File: src/rtl/skinny_sbox_layer_sched_d2.sv
// Nibble-serial sequencer for a 3-share masked Skinny S-box over a 64-bit shared state.
// Optional build macro SKINNY_SBOX_SCHED_ZEROIZE_EN clears operand/randomness/working registers when not in use.
//
// state | meaning
// ------+---------------------------------------------------------------
// IDLE  | ready, waiting for start
// FETCH | waiting on PRNG; latch fresh bits and operand nibble idx
// SRST  | one-cycle S-box controller reset, eval counter cleared
// EVAL  | operand held, wait for sbox_Synch or timeout
// STORE | write captured S-box result into nibble idx
// DONE  | one-cycle done pulse
// ERR   | sticky timeout, left only through rst
module skinny_sbox_layer_sched_d2 #(
   parameter int NIBBLES = 16,
   parameter int FRESH_W = 51,
   parameter int LATENCY = 9,
   parameter int TIMEOUT = LATENCY + 4
) (
   input  logic                 clk,
   input  logic                 rst,
   input  logic                 start,
   output logic                 ready,
   output logic                 done,
   output logic                 error,
   input  logic [4*NIBBLES-1:0] state_in_s0,
   input  logic [4*NIBBLES-1:0] state_in_s1,
   input  logic [4*NIBBLES-1:0] state_in_s2,
   output logic [4*NIBBLES-1:0] state_out_s0,
   output logic [4*NIBBLES-1:0] state_out_s1,
   output logic [4*NIBBLES-1:0] state_out_s2,
   input  logic [FRESH_W-1:0]   rnd_in,
   input  logic                 rnd_valid,
   output logic                 rnd_ready,
   output logic [3:0]           sbox_X_s0,
   output logic [3:0]           sbox_X_s1,
   output logic [3:0]           sbox_X_s2,
   output logic [FRESH_W-1:0]   sbox_Fresh,
   output logic                 sbox_rst,
   input  logic [3:0]           sbox_Y_s0,
   input  logic [3:0]           sbox_Y_s1,
   input  logic [3:0]           sbox_Y_s2,
   input  logic                 sbox_Synch
);
   localparam int SW = 4 * NIBBLES;
   localparam int IW = (NIBBLES > 1) ? $clog2(NIBBLES) : 1;
   localparam int CW = $clog2(TIMEOUT + 1);

   typedef enum logic [2:0] {
      S_IDLE, S_FETCH, S_SRST, S_EVAL, S_STORE, S_DONE, S_ERR
   } state_t;

   state_t             state_q, state_d;
   logic [IW-1:0]      idx_q, idx_d;
   logic [CW-1:0]      cnt_q, cnt_d;
   logic [SW-1:0]      work_s0_q, work_s0_d;
   logic [SW-1:0]      work_s1_q, work_s1_d;
   logic [SW-1:0]      work_s2_q, work_s2_d;
   logic [3:0]         x_s0_q, x_s0_d;
   logic [3:0]         x_s1_q, x_s1_d;
   logic [3:0]         x_s2_q, x_s2_d;
   logic [3:0]         y_s0_q, y_s0_d;
   logic [3:0]         y_s1_q, y_s1_d;
   logic [3:0]         y_s2_q, y_s2_d;
   logic [FRESH_W-1:0] fresh_q, fresh_d;

   always_ff @(posedge clk) begin
      if (rst) begin
         state_q   <= S_IDLE;
         idx_q     <= '0;
         cnt_q     <= '0;
         work_s0_q <= '0;
         work_s1_q <= '0;
         work_s2_q <= '0;
         x_s0_q    <= '0;
         x_s1_q    <= '0;
         x_s2_q    <= '0;
         y_s0_q    <= '0;
         y_s1_q    <= '0;
         y_s2_q    <= '0;
         fresh_q   <= '0;
      end else begin
         state_q   <= state_d;
         idx_q     <= idx_d;
         cnt_q     <= cnt_d;
         work_s0_q <= work_s0_d;
         work_s1_q <= work_s1_d;
         work_s2_q <= work_s2_d;
         x_s0_q    <= x_s0_d;
         x_s1_q    <= x_s1_d;
         x_s2_q    <= x_s2_d;
         y_s0_q    <= y_s0_d;
         y_s1_q    <= y_s1_d;
         y_s2_q    <= y_s2_d;
         fresh_q   <= fresh_d;
      end
   end

   always_comb begin
      state_d   = state_q;
      idx_d     = idx_q;
      cnt_d     = cnt_q;
      work_s0_d = work_s0_q;
      work_s1_d = work_s1_q;
      work_s2_d = work_s2_q;
      x_s0_d    = x_s0_q;
      x_s1_d    = x_s1_q;
      x_s2_d    = x_s2_q;
      y_s0_d    = y_s0_q;
      y_s1_d    = y_s1_q;
      y_s2_d    = y_s2_q;
      fresh_d   = fresh_q;

      case (state_q)
         S_IDLE: begin
            if (start) begin
               work_s0_d = state_in_s0;
               work_s1_d = state_in_s1;
               work_s2_d = state_in_s2;
               idx_d     = '0;
               state_d   = S_FETCH;
            end
         end
         S_FETCH: begin
            if (rnd_valid) begin
               fresh_d = rnd_in;
               x_s0_d  = work_s0_q[{idx_q, 2'b00} +: 4];
               x_s1_d  = work_s1_q[{idx_q, 2'b00} +: 4];
               x_s2_d  = work_s2_q[{idx_q, 2'b00} +: 4];
               state_d = S_SRST;
            end
         end
         S_SRST: begin
            cnt_d   = '0;
            state_d = S_EVAL;
         end
         S_EVAL: begin
            cnt_d = cnt_q + CW'(1);
            // A Synch arriving on the timeout cycle still counts as a result.
            if (sbox_Synch) begin
               y_s0_d  = sbox_Y_s0;
               y_s1_d  = sbox_Y_s1;
               y_s2_d  = sbox_Y_s2;
               state_d = S_STORE;
`ifdef SKINNY_SBOX_SCHED_ZEROIZE_EN
               x_s0_d  = '0;
               x_s1_d  = '0;
               x_s2_d  = '0;
               fresh_d = '0;
`endif
            end else if (cnt_d == CW'(TIMEOUT)) begin
               state_d = S_ERR;
`ifdef SKINNY_SBOX_SCHED_ZEROIZE_EN
               x_s0_d    = '0;
               x_s1_d    = '0;
               x_s2_d    = '0;
               fresh_d   = '0;
               work_s0_d = '0;
               work_s1_d = '0;
               work_s2_d = '0;
`endif
            end
         end
         S_STORE: begin
            work_s0_d[{idx_q, 2'b00} +: 4] = y_s0_q;
            work_s1_d[{idx_q, 2'b00} +: 4] = y_s1_q;
            work_s2_d[{idx_q, 2'b00} +: 4] = y_s2_q;
            if (idx_q == IW'(NIBBLES - 1)) begin
               state_d = S_DONE;
            end else begin
               idx_d   = idx_q + IW'(1);
               state_d = S_FETCH;
            end
         end
         S_DONE:  state_d = S_IDLE;
         S_ERR:   state_d = S_ERR;
         default: state_d = S_IDLE;
      endcase
   end

   // Handshake outputs are masked by rst so nothing is offered or consumed during reset.
   assign ready        = (state_q == S_IDLE) && !rst;
   assign rnd_ready    = (state_q == S_FETCH) && !rst;
   assign done         = (state_q == S_DONE) && !rst;
   assign error        = (state_q == S_ERR);
   assign sbox_rst     = rst || (state_q == S_SRST);
   assign state_out_s0 = work_s0_q;
   assign state_out_s1 = work_s1_q;
   assign state_out_s2 = work_s2_q;
   assign sbox_X_s0    = x_s0_q;
   assign sbox_X_s1    = x_s1_q;
   assign sbox_X_s2    = x_s2_q;
   assign sbox_Fresh   = fresh_q;

endmodule

File: config.mk
export PLATFORM = sky130hd
export DESIGN_NAME = skinny_sbox_layer_sched_d2
export DESIGN_NICKNAME = d
export VERILOG_FILES = /design/src/rtl/skinny_sbox_layer_sched_d2.sv
export SDC_FILE = /design/constraint.sdc
export NUM_CORES = 1
export LEC_CHECK = 0
export ABC_AREA = 1
export BUFFER_PORTS_ARGS = -buffer_cell sky130_fd_sc_hd__buf_2
export CAP_MARGIN = 15
export CORE_AREA = 2 2 204 206
export DETAILED_ROUTE_END_ITERATION = 7
export DIE_AREA = 0 0 206 208
export HOLD_SLACK_MARGIN = 0.1
export PLACE_DENSITY = 0.63
export SLEW_MARGIN = 5
export SYNTH_ARGS = -nofsm -noshare
export SYNTH_HDL_FRONTEND = slang
export SYNTH_SLANG_ARGS = --single-unit
File: constraint.sdc
create_clock -name clk -period 2.6 [get_ports clk]
set_input_delay 0.13 -clock clk [delete_from_list [all_inputs] [get_ports clk]]
set_output_delay 0.13 -clock clk [all_outputs]
set_load 0.005 [all_outputs]
==> results.cfg <==
[die]
die_width_um = 206
start_util_pct = 37.49
core_um2 = 40550
ioPinCount = 520
die-area_um2 = 42850
dieHeight_um = 208
rows = 74

[sta]
hold_violations = 0
fin_tns_setup_ns = 0
finalSetupViolCount = 0
tightest_slew_ns = 0.8120
skew_ns = 0.02269
min_period_over_period_pct = 93.61
grt_setup_unrepaired = false
period_minus_slack_ns = 2.434
slew_headroom_pct = 45.74
fmax_mhz = 410.9
slew_violations = 0

[clocking]
cts_buffer_depth = 3
cts.sinks = 278
clock_latency_ns = 0.55
numCtsBuffers = 34
root_buffer = clkbuf_16
post-cts-setup-buffer-count = 0
clkTransAtPathRegs_ns = 0.06
tritoncts = built
htreeDepth = 2

[final_layout]
drive_gt1_share_pct = 20.15
nets = 3484
fillerInstances = 4000
multiInputGateArea_um2 = 8001
regArea_um2 = 5568
area_growth_pct = 43.30

[worst_setup_path]
crit_path_cell_trace = buf_4 -> nor2_4 -> nand3_1 -> nand2_4 -> inv_2 -> nand2_1 -> buf_4 -> o21ai_1 -> nor2_1 -> nor2_1
slowest_stage = buf_4
worstReg2RegStart = idx_q[1]
path_class = reg2reg
r2r_slack_ns = 0.17
critPathTopFamily = buffers and inverters
arrival_ns = 2.90
start_kind = flip-flop
critical_path_buf_inv_count = 3
r2r-end = state_out_s1[14]
crit_required_ns = 3.07
critPathMaxFanout = 51
reg2reg_depth = 10
slowest_delay_ns = 0.53
cp-end-kind = flip-flop
path_depth = 10

[synth]
postSynth.asyncResetShare_pct = 0
dominantRegCellSynth = dfxtp_1
avgSynthCellArea_um2 = 5.998
synth_top_area_share_pct = 36.60
yosysTopAreaCell = dfxtp_1
ys_warn_count = 0
ys_seq_area_share_pct = 36.60
synth_area_leaders = dfxtp_1, nand2_1, nor2_1
synth_edf_count = 0
syn_area_um2 = 15200
ys_ff_latch = 278
syn_nets = 2801
syn_inst = 2535
ys_types = 29

[routing]
vias_per_cell = 5.245
wl_um = 79910
routed-via-count = 19820
drt_first_pass_iters = 6
drc_errors = 0
antenna_left = 0
drtIter0Drc = 1952
wire_per_inst_um = 21.14

[global_routing]
grt_pass1_wl_um = 115600
antenna_found_initial = 7
grt-ovfl-total = 0
grt_pass1_vias = 18770
grt.total_usage_pct = 36.03
grt_max_degree = 123

[min_path]
min_path_type = in2reg
holdPathEnd = state_out_s1[47]
hp-start = state_in_s1[47]
min_delay_path_depth = 5

[power]
total_power_mw = 13.74
p_leak_nw = 11.07
vdd_drop_max_uv = 540.7
p_per_area_nw_per_um2 = 630.6

[run]
maxCapViolCount = 0

[run_status]
status = finished clean

[placed_design]
dp_hpwl_um = 58440
place.gp.congestion = 1.022
port_buffers = 519
[area by class of cell]
cell class | instances | area share (%)
multi-input cells | 1867 | 36.72
flip-flops and latches | 278 | 25.55
repair buffers | 815 | 25.39
clock buffers | 49 | 4.537
inverters | 222 | 3.859
well taps | 532 | 3.055
clock inverters | 9 | 0.7982
diodes | 7 | 0.08040
[worst max path at each step]
| stage | from | endpoint | slack [ns] |
|---|---|---|---|
| global placement | idx_q[1] | state_out_s1[15] | 0.24 |
| CTS | state_q[2] | done | 0.13 |
| finish | idx_q[1] | state_out_s1[14] | 0.17 |
| floorplan | idx_q[0] | state_out_s0[34] | 0.24 |
| detailed placement | idx_q[1] | state_out_s1[15] | 0.24 |
| global route | idx_q[1] | state_out_s1[14] | 0.06 |
[sequential cells by signal (all words and copies together) (netlist names)]
signal,cells
state_out_s0,64
state_out_s1,64
state_out_s2,64
sbox_Fresh,51
cnt_q,4
idx_q,4
sbox_X_s0,4
sbox_X_s1,4
sbox_X_s2,4
y_s0_q,4
y_s1_q,4
y_s2_q,4
state_q,3
[what timing repair did]
action	CTS	global route
hold buffers	255	0
resized for setup	0	1
hold endpoints to repair	251	0
endpoints found under the setup margin	0	1
[layer usage]
metal	GRT usage, %	up-vias	share of wire [%]	wire [µm]
li1	-	9282	-	-
met1	43.92	9041	38	30660
met2	56.35	1217	44	35210
met3	8.349	280	10	8200
met4	24.01	2	7.3	5829
met5	0	-	0.016	13
[cell families after synthesis]
| group | after synthesis | share of synthesized area (%) |
|---|---|---|
| buf+inv | 390 | 10.86 |
| flops | 278 | 36.60 |
| fa+ha+maj | 6 | 0.4937 |
| xor+xnor | 2 | 0.1152 |
| compound gates | 452 | 15.44 |
| simple gates | 1407 | 36.49 |
[stage by stage]
step                      cells  setup WS [ns]  util, %  instance area [µm²]  hold WS [ns]
final                      3779         0.1661    53.73                21790        0.1353
after global routing       3774        0.05651    53.70                21780        0.1410
after CTS                  3772         0.1254    53.68                21770        0.1030
after detailed placement   3459         0.2411    44.52                18060        0.3873
after global placement     3459         0.2423    44.52                18060        0.3806
after floorplan            2535         0.2377        -                15200        0.2967
[power breakdown]
part	leakage, nW	switching (mW)	internal (mW)
Clock	0.571	1.96	3.13
Sequential	2.29	0.395	4.73
Combinational	8.21	2.12	1.40
Total	11.1	4.48	9.26
[cells in the final DEF (no fill, tap or decap), types with 7 or more instances in the layout]
master           n
nand2_1        761
buf_2          519
nor2_1         488
o21ai_0        297
dfxtp_1        276
dlygate4sd3_1  255
inv_1          209
nand3_1        119
a21oi_1        117
clkbuf_16       35
buf_4           35
o211ai_1        32
nand2_2         16
inv_2           10
nor3_1           8
clkbuf_1         8
diode_2          7
[synthesized netlist by cell type, drive strengths merged, types with 2 or more instances]
cell / n
nand3: 120
buf: 90
nor3: 8
clkbuf: 78
ha: 6
a21oi: 117
nor2: 498
o21ai: 301
inv: 221
o211ai: 32
dfxtp: 278
a211oi: 2
nand2: 779
[tightest hold or removal path: cells and delay by family]
family / cells / cell delay [ns]
compound gates: 2 / 0.23
buf+inv: 1 / 0.08
simple gates: 2 / 0.20
No activity file was read; power rests on OpenSTA's default activity.
